**src/rtl/summer_pkg.sv**
```systemverilog
// Shared types and helpers for the moving-window summer: sum width,
// output mode decode and the wrap/saturate truncation.
package summer_pkg;

  typedef enum logic {
    SUM_WRAP = 1'b0,
    SUM_SAT  = 1'b1
  } summer_mode_e;

  typedef struct packed {
    logic        ovf;
    logic [31:0] data;
  } trunc_t;

  // Internal sum needs enough headroom for DEPTH full-scale samples.
  function automatic int unsigned sum_width(input int unsigned data_w,
                                            input int unsigned depth);
    return data_w + $clog2(depth);
  endfunction

  function automatic trunc_t sat_trunc(input logic [31:0]     sum,
                                       input int unsigned     data_w,
                                       input summer_mode_e    mode);
    logic [31:0] max_val;
    trunc_t      r;
    max_val = (32'd1 << data_w) - 32'd1;
    r.ovf   = (sum > max_val);
    r.data  = (r.ovf && mode == SUM_SAT) ? max_val : (sum & max_val);
    return r;
  endfunction

endpackage

```
**src/rtl/window_summer_hist_buf.sv**
```systemverilog
// DEPTH-entry circular history of accepted samples; the slot under the write
// pointer is the oldest sample and is presented combinationally.
module summer_hist_buf
  import summer_pkg::*;
#(
  parameter int unsigned DATA_W = 4,
  parameter int unsigned DEPTH  = 2
) (
  input  logic              clk,
  input  logic              rst,
  input  logic              clear,
  input  logic              push,
  input  logic [DATA_W-1:0] din,
  output logic [DATA_W-1:0] oldest
);

  localparam int unsigned      PTR_W = (DEPTH > 1) ? $clog2(DEPTH) : 1;
  localparam logic [PTR_W-1:0] LAST  = PTR_W'(DEPTH - 1);

  logic [DATA_W-1:0] mem [DEPTH];
  logic [PTR_W-1:0]  wr_ptr;

  always_ff @(posedge clk or negedge rst) begin
    if (!rst) begin
      for (int unsigned i = 0; i < DEPTH; i++) mem[i] <= '0;
      wr_ptr <= '0;
    end else if (clear) begin
      for (int unsigned i = 0; i < DEPTH; i++) mem[i] <= '0;
      wr_ptr <= '0;
    end else if (push) begin
      mem[wr_ptr] <= din;
      wr_ptr      <= (wr_ptr == LAST) ? '0 : wr_ptr + 1'b1;
    end
  end

  // Empty slots hold 0, so an unfilled window subtracts nothing.
  always_comb oldest = mem[wr_ptr];

endmodule

```
**src/rtl/window_summer.sv**
```systemverilog
// Streaming moving-window adder with ready/valid on both sides, a running
// sum, fill tracking, overflow flag and optional saturation.
module window_summer
  import summer_pkg::*;
#(
  parameter int unsigned DATA_W = 4,
  parameter int unsigned DEPTH  = 2,
  parameter int unsigned SAT_EN = 0
) (
  input  logic              clk,
  input  logic              rst,
  input  logic              clear,
  input  logic              in_valid,
  output logic              in_ready,
  input  logic [DATA_W-1:0] in_data,
  output logic              out_valid,
  input  logic              out_ready,
  output logic [DATA_W-1:0] out_data,
  output logic              out_ovf,
  output logic              out_full
);

  localparam int unsigned      SUM_W    = sum_width(DATA_W, DEPTH);
  localparam int unsigned      CNT_W    = $clog2(DEPTH + 1);
  localparam logic [CNT_W-1:0] FILL_MAX = CNT_W'(DEPTH);
  localparam summer_mode_e     MODE     = (SAT_EN != 0) ? SUM_SAT : SUM_WRAP;

  logic [SUM_W-1:0]  sum;
  logic [SUM_W-1:0]  sum_next;
  logic [CNT_W-1:0]  fill_cnt;
  logic [CNT_W-1:0]  fill_next;
  logic              full_next;
  logic              accept;
  logic [DATA_W-1:0] oldest;
  trunc_t            tr;
  logic              unused_trunc_hi;

  summer_hist_buf #(
    .DATA_W (DATA_W),
    .DEPTH  (DEPTH)
  ) u_hist (
    .clk    (clk),
    .rst    (rst),
    .clear  (clear),
    .push   (accept),
    .din    (in_data),
    .oldest (oldest)
  );

  always_comb begin
    in_ready  = !clear && (!out_valid || out_ready);
    accept    = in_valid && in_ready;
    // oldest is already part of sum, so the subtraction cannot underflow.
    sum_next  = sum + SUM_W'(in_data) - SUM_W'(oldest);
    full_next = (fill_cnt >= CNT_W'(DEPTH - 1));
    fill_next = full_next ? FILL_MAX : fill_cnt + 1'b1;
    tr        = sat_trunc(32'(sum_next), DATA_W, MODE);
    unused_trunc_hi = ^tr.data[31:DATA_W];
  end

  always_ff @(posedge clk or negedge rst) begin
    if (!rst) begin
      sum       <= '0;
      fill_cnt  <= '0;
      out_valid <= 1'b0;
      out_data  <= '0;
      out_ovf   <= 1'b0;
      out_full  <= 1'b0;
    end else if (clear) begin
      sum       <= '0;
      fill_cnt  <= '0;
      out_valid <= 1'b0;
      out_data  <= '0;
      out_ovf   <= 1'b0;
      out_full  <= 1'b0;
    end else if (accept) begin
      sum       <= sum_next;
      fill_cnt  <= fill_next;
      out_valid <= 1'b1;
      out_data  <= tr.data[DATA_W-1:0];
      out_ovf   <= tr.ovf;
      out_full  <= full_next;
    end else if (!out_valid || out_ready) begin
      out_valid <= 1'b0;
      out_data  <= '0;
      out_ovf   <= 1'b0;
      out_full  <= 1'b0;
    end
  end

endmodule
```
**config.mk**
```make
export PLATFORM = sky130hd
export DESIGN_NAME = window_summer
export DESIGN_NICKNAME = d
export VERILOG_FILES = /design/src/rtl/summer_pkg.sv /design/src/rtl/window_summer_hist_buf.sv /design/src/rtl/window_summer.sv
export SDC_FILE = /design/constraint.sdc
export NUM_CORES = 1
export LEC_CHECK = 0
export CAP_MARGIN = 25
export CORE_MARGIN = 3
export CORE_UTILIZATION = 35
export CTS_CLUSTER_DIAMETER = 60
export DETAILED_ROUTE_END_ITERATION = 16
export GPL_TIMING_DRIVEN = 0
export PLACE_DENSITY = 0.65
export SLEW_MARGIN = 20
export SYNTH_ARGS = -nofsm -noshare
export SYNTH_HDL_FRONTEND = slang
export SYNTH_HIERARCHICAL = 1
export SYNTH_SLANG_ARGS = --single-unit
```
**constraint.sdc**
```tcl
create_clock -name clk -period 3.8 [get_ports clk]
set_input_delay 0.76 -clock clk [delete_from_list [all_inputs] [get_ports clk]]
set_output_delay 0.76 -clock clk [all_outputs]
set_load 0.02 [all_outputs]
```
-- After elaboration in Yosys (flattened, before gate mapping)
Index checks and enable logic that the tools add are counted.
- bitwise gates (word level): 1
- magnitude comparators: 4
- muxes and demuxes: 26
- add/sub/neg operators: 4
- reductions and logical operators: 8
- operators with widths (cell ; number):
    two-way mux 4 bit ; 7
    two-way mux 8 bit ; 2
    two-way mux 1 bit ; 10
    two-way mux 5 bit ; 2
    bitwise mux 8 bit ; 1
    two-way mux 2 bit ; 3
    adder 5 x 4 -> 5 bit ; 1
    > comparator 5 x 4 -> 1 bit, second input constant ; 1
    subtractor 5 x 4 -> 5 bit ; 1
    demux 4 bit (select 1 bit) ; 1
    logical AND 1 bit ; 3
    nonzero test 3 bit ; 1
    adder 2 x 1 -> 2 bit, second input constant ; 1
    greater-or-equal comparator 2 x 1 -> 1 bit, second input constant ; 1
    greater-or-equal comparator 2 bit, second input constant ; 1
    logical NOT 1 bit ; 2
    < comparator 2 x 1 -> 1 bit, second input constant ; 1
    inverter 1 -> 2 bit ; 1
    nonzero test 2 bit ; 1
    adder 1 bit, second input constant ; 1
    logical OR 1 bit ; 1
- output and inout bits: 8
- logic and storage cells: 52
- input bits: 9
- register bits after elaboration: 23

-- Logic depth before layout (Yosys ltp)
Gate-level depths: netlist (run 1).
- word-level depth: 8
- depth in mapped cells: 9
- mapped depth without buffers: 9

-- Hierarchy
The synthesis (run 1) kept the hierarchy.
- modules (own cells, without submodules) (module ; area each (um^2) ; instances ; cells each):
    window_summer ; 837.1 ; 1 ; 74
    summer_hist_buf ; 475.5 ; 1 ; 40

-- Worst setup path after synthesis (run 1)
Ideal clock, no wire load.
- path type: input -> register
- start: in in_data[1]
- end: reg out_ovf
- path buffers: 0
- cell stages on the path: 8
- arrival time: 2.620 ns
- slack: 1.059 ns
- cells stage by stage: inv_1 -> fa_1 -> inv_1 -> fa_1 -> a21o_1 -> a21oi_1 -> xnor3_1 -> a22o_1
- cells in the longest elaborated chain, start to end: 5
- ends and longest elaborated chain (what ; RTL line ; source):
    from (decl) ; window_summer.sv:15 ; input logic [DATA_W-1:0] in_data,
    adder 5 x 4 -> 5 bit ; window_summer.sv:54 ; sum_next = sum + SUM_W'(in_data) - SUM_W'(oldest);
    subtractor 5 x 4 -> 5 bit ; window_summer.sv:54 ;
    > comparator 5 x 4 -> 1 bit ; summer_pkg.sv:27 ; r.ovf = (sum > max_val);
    two-way mux 1 bit ; window_summer.sv:76 ; end else if (accept) begin
    two-way mux 1 bit ; window_summer.sv:69 ; end else if (clear) begin
    to (signal assigned) ; window_summer.sv:81 ; out_ovf <= tr.ovf;
    to (decl) ; window_summer.sv:19 ; output logic out_ovf,
No other way between the ends.
A chain may end at the register's enable or synchronous reset.

-- Final worst setup path (run 1)
Same ends and word-level chain as after synthesis.

==> results of run 1 <==
==> per-layer routing <==
layer | track usage | wire length [µm]
met1 | 0.161 | 1140
met2 | 0.218 | 1160
met3 | 0.0383 | 120
met4 | 0.0152 | 0
met5 | 0 | 0
==> power by group through the flow <==
stage | clock network, mW | registers, mW | logic [mW]
3_5_place_dp | 0 | 0.310 | 0.296
4_1_cts | 0.160 | 0.305 | 0.299
2_1_floorplan | 0 | 0.322 | 0.194
3_3_place_gp | 0 | 0.309 | 0.287
6_report | 0.153 | 0.305 | 0.291
5_1_grt | 0.170 | 0.311 | 0.330
==> placed cells by master (no fill, tap or decap), drive strengths merged <==
master and instances:
xnor3 1, and2b 1, a21oi 4, clkbuf 4, nand2 2, nand3b 1
fa 4, ha 5, xor2 1, a21o 2, inv 14, o21ai 1
nand3 1, mux2i 10, nor2b 1, a22o 10, nand2b 16, clkdlybuf4s50 15
and2 2, clkinv 1, buf 5, or2 1, dfrtp 23, mux2 4
xnor2 1, nor2 4
==> worst reg2reg max path, delay by kind of cell, from the launching register on <==
| kind | cells | cell delay (ns) |
|---|---|---|
| buffers and inverters | 1 | 0.07 |
| xor gates and xnor gates | 1 | 0.26 |
| DFF | 1 | 0.48 |
| adders and majority gates | 2 | 0.94 |
| muxes | 1 | 0.38 |
| AOI/OAI and AO/OA | 3 | 0.64 |
==> final cells by class <==
type	instances	area [µm²]
buffer	5	48.8
clock buffer	3	41.3
clock inverter	1	5.00
fill	341	1900
inverter	14	52.6
multi-input combinational	72	636
sequential	23	576
tap	46	57.6
timing repair buffer	16	155
==> through the flow <==
step	util	hold WS, ns	total power [mW]	cell area [µm²]
2_1_floorplan	-	0.464	0.516	1310
3_3_place_gp	0.441	0.457	0.596	1530
3_5_place_dp	0.441	0.464	0.606	1530
4_1_cts	0.455	0.488	0.764	1580
5_1_grt	0.453	0.497	0.811	1570
6_report	0.453	0.460	0.750	1570
==> path summary, 6_finish.rpt <==
| check | to | slack, ns | cells after the start |
|---|---|---|---|
| max in group asynchronous | u_hist/mem[3] | 2.99 | 1 |
| min in group clk | out_full | 0.48 | 2 |
| min reg2reg | out_full | 0.48 | 2 |
| max | out_ovf | 0.67 | 9 |
| min | u_hist/mem[2] | 0.46 | 1 |
| max reg2reg | out_ovf | 0.91 | 8 |
==> synthesized netlist by cell type <==
cell / instances
nor2_4: 1
nand3_1: 1
nand2_1: 2
inv_1: 14
and2_1: 1
a22o_1: 10
mux2i_1: 10
and2b_1: 1
ha_1: 5
nor2b_2: 1
nand2b_1: 16
nand3b_1: 1
xor2_1: 1
xnor2_1: 1
and2_4: 1
clkbuf_1: 1
xnor3_1: 1
o21ai_0: 1
a21oi_1: 4
dfrtp_1: 23
fa_1: 4
or2_2: 1
nor2_1: 3
buf_6: 4
a21o_1: 2
mux2_2: 4
==> cells by family after synthesis <==
family                     share of synthesized area
xor gates and xnor gates                      0.0305
AOI/OAI and AO/OA                             0.0972
DFF                                            0.439
buffers and inverters                         0.0772
muxes                                          0.111
and+or+nand+nor                                0.137
adders and majority gates                      0.109
==> registers in the layout, summed over array words and instances, names as in the netlist <==
signal	count
fill_cnt	2
out_full	1
sum	5
out_data	4
u_hist/wr_ptr	1
out_valid	1
out_ovf	1
u_hist/mem	8
==> flow_summary.ini, run 1 <==
[yosys]
synth.ff_latch_count = 23
synthesis.nets = 132
synth_area_um2 = 1310
synthTopCellsByArea = dfrtp_1, mux2i_1, nand2b_1
synth_warnings = 6
synthCells = 114
synth_top_area_share = 0.439
yosysUniqueCellTypes = 26
synth_top_area_cell = dfrtp_1
ys_seq_area_frac = 0.439
avgSynthCellArea_um2 = 11.5

[detailed_routing]
num_vias = 835
first_pass_iters = 4
wl_per_cell_um = 13.5
drtIter0Drc = 27
routed_wl_um = 2420
via_per_inst = 4.64
remaining_drc_errors = 0
ant_nets = 0

[clock_tree]
cts-htree-levels = 1
clock_latency_ns = 0.26
cts_sinks = 23
cts_max_path_buffers = 2
clkTransAtPathRegs_ns = 0.08
clockRootBuffer = clkbuf_8
cts_resized = 0
cts_made_buffers = 3
cts_hold_buf = 0
cts_setup_buffers = 0
cts_tree = done

[power]
intPower_uw = 507
sequentialPowerShare = 0.407
p_switching_uw = 243
clkPwrFrac = 0.205
ir_worst_vdd_v = 0.000266
power_frac_comb = 0.388
power_switching_share = 0.324
p_leak_nw = 0.760
cellPowerDensity_nw_per_um2 = 477

[place]
dp_hpwl_um = 1840
place_ws_ns = 0.357
dp_cells = 176
place.port_buffers = 16
gp_congestion = 0.743

[setup_path]
crit_slowest_cell = fa_1
crit_path_end_kind = flop
cp_cell_sequence = clkdlybuf4s50_1, inv_1, fa_1, inv_1, fa_1, a21o_1, a21oi_1, xnor3_1, a22o_1
criticalPathCategory = primary input to flop
cp.arrival_ns = 3.29
max_stage_delay_ns = 0.53
rr_startpoint = u_hist/wr_ptr
crit_fanout = 2
required_ns = 3.96
critical_path.top_delay_family = adder cells
cp-start-kind = primary input
path_buf_inv = 3
critPathLaunch = in_data[1]

[die]
io_pins = 17
rows = 21
die_h_um = 67.2
die_w_um = 67.2
die_area_um2 = 4520
fp.coreArea_um2 = 3470
start_util = 0.378

[timing]
hold_viol = 0
finClkSkew_ns = 0.00390
tightest_slew_ns = 0.515
grt_setup_unrepaired = false
fmaxAchievable_ghz = 0.319
slew_violations = 0
tns_ns = 0
max_slew_margin = 0.656
min_period_ns = 3.13
period_share = 0.824
setup_ws_ns = 0.669
setup_violations = 0

[global_route]
track_usage = 0.127
grt_pass1_wl_um = 4400
overflow = 0
grt_max_degree = 24
grt_pass1_vias = 955
antenna_found_initial = 0

[finish]
syn_to_final_growth_pct = 19.7
num-nets-final = 153
final_layout_size_suffix_gt1_frac = 0.127
fin_cells = 180
diodes = 0

[outcome]
outcome = completed

[min_path]
hp-class = primary input to asynchronous set/reset pin

[job]
max_cap_violations = 0
Power figures use the tool's default switching activity.
==> run 2, diff against run 1 <==
Clock period 3.8 ns to 3.1 ns, I/O delays scaled along.
==> run 2 against run 1 <==
Clock skew barely moved. Via count is 0.12% lower. Sequential power rose by 23%.
==> flow_summary.ini, run 2 (synthesis results as in run 1) <==
[finish]
utilization = 0.454
diodes = 0
top_regs = u_hist/mem: 8 flops, sum: 5 flops, out_data: 4 flops
fin_cells = 180
layout_commonest_cell = dfrtp_1
final_cell_mix = dfrtp_1, nand2b_1, clkdlybuf4s50_1
num-nets-final = 153
largest_reg_flops = 8
final_layout_size_suffix_gt1_frac = 0.134
fill_cells = 342
syn_to_final_growth_pct = 20.0
max_flop_register = u_hist/mem
register_area_um2 = 576
multi_input_area_um2 = 639

[timing]
period_share = 0.942
setup_violations = 0
max_slew_margin = 0.651
fmaxAchievable_ghz = 0.343
grt_setup_unrepaired = false
setup_ws_ns = 0.180
tightest_slew_ns = 0.524
hold_viol = 0
holdWs_ns = 0.323
min_period_ns = 2.92
slew_violations = 0
finClkSkew_ns = 0.00378

[detailed_routing]
num_vias = 834
wl_per_cell_um = 13.6
ant_nets = 0
drtIter0Drc = 30
first_pass_iters = 4
remaining_drc_errors = 0
routed_wl_um = 2440
via_per_inst = 4.63

[place]
gp_congestion = 0.743
place_ws_ns = -0.203
dp_cells = 176
dp_hpwl_um = 1840
place.port_buffers = 16

[clock_tree]
cts_max_path_buffers = 2
cts_tree = done
cts_resized = 0
clkTransAtPathRegs_ns = 0.08
cts_made_buffers = 3
cts-htree-levels = 1
clockRootBuffer = clkbuf_8
clock_latency_ns = 0.26
cts_setup_buffers = 0
cts_sinks = 23
cts_hold_buf = 0

[power]
ir_worst_vdd_v = 0.000326
cellPowerDensity_nw_per_um2 = 590
p_leak_nw = 0.760
power_uw = 930

[die]
die_area_um2 = 4520
rows = 21
start_util = 0.378
die_w_um = 67.2
die_h_um = 67.2
fp.coreArea_um2 = 3470
io_pins = 17

[setup_path]
required_ns = 3.26
criticalPathCategory = primary input to flop
crit_path_end_kind = flop
cp-start-kind = primary input
crit_fanout = 2
worst_r2r_path_depth = 8
r2r-end = out_ovf
cp.arrival_ns = 3.08
regToRegSetupSlack_ns = 0.29
rr_startpoint = u_hist/wr_ptr

[global_route]
antenna_found_initial = 0
overflow = 0
grt_max_degree = 24
grt_pass1_vias = 955
grt_pass1_wl_um = 4400
track_usage = 0.127

[min_path]
hp-class = primary input to asynchronous set/reset pin

[outcome]
outcome = completed

[job]
max_cap_violations = 0
-- run 2: cell counts in the layout (fill, tap and decap cells not counted) --
No cell type changed its count.
-- run 2: layer usage --
layer  vias to the layer above  track usage  wire [µm]
met5                         -            0          0
met4                         0       0.0152          0
met3                         0       0.0383        120
met2                        17        0.218       1170
met1                       405        0.161       1150
li1                        412            -          -
-- run 2: critical path, stage by stage --
cell             delay [ns]
clkdlybuf4s50_1        0.49
inv_1                  0.07
fa_1                   0.53
inv_1                  0.07
fa_1                   0.46
a21o_1                 0.21
a21oi_2                0.21
xnor3_1                0.24
a22o_1                 0.18
-- run 2: layout make-up --
type	instances	share of cell area
buffer	5	0.0310
clock buffer	3	0.0262
clock inverter	1	0.00318
inverter	14	0.0334
multi-input combinational	72	0.406
sequential	23	0.365
tap	46	0.0365
timing repair buffer	16	0.0985
-- run 2: worst max path at each step --
stage | from | endpoint | cells past startpoint
finish | in_data[1] | out_ovf | 9
global route | in_data[1] | sum[4] | 9
CTS | in_data[1] | out_ovf | 9
detailed placement | in_data[1] | out_ovf | 9
global placement | in_data[1] | out_ovf | 9
floorplan | u_hist/wr_ptr | out_ovf | 8
-- run 2: where the power goes --
part	switching, mW	leakage [nW]	internal, mW	total [mW]
combinational	0.176	0.424	0.191	0.368
sequential	0.0297	0.311	0.344	0.374
clock	0.0984	0.0255	0.0897	0.188
total	0.304	0.760	0.625	0.930
-- run 2: stage by stage --
stage	TNS [ns]	area, µm²
after floorplan	0	1310
after global placement	-0.255	1530
after detailed placement	-0.383	1530
after CTS	0	1580
after global routing	0	1580
final	0	1580
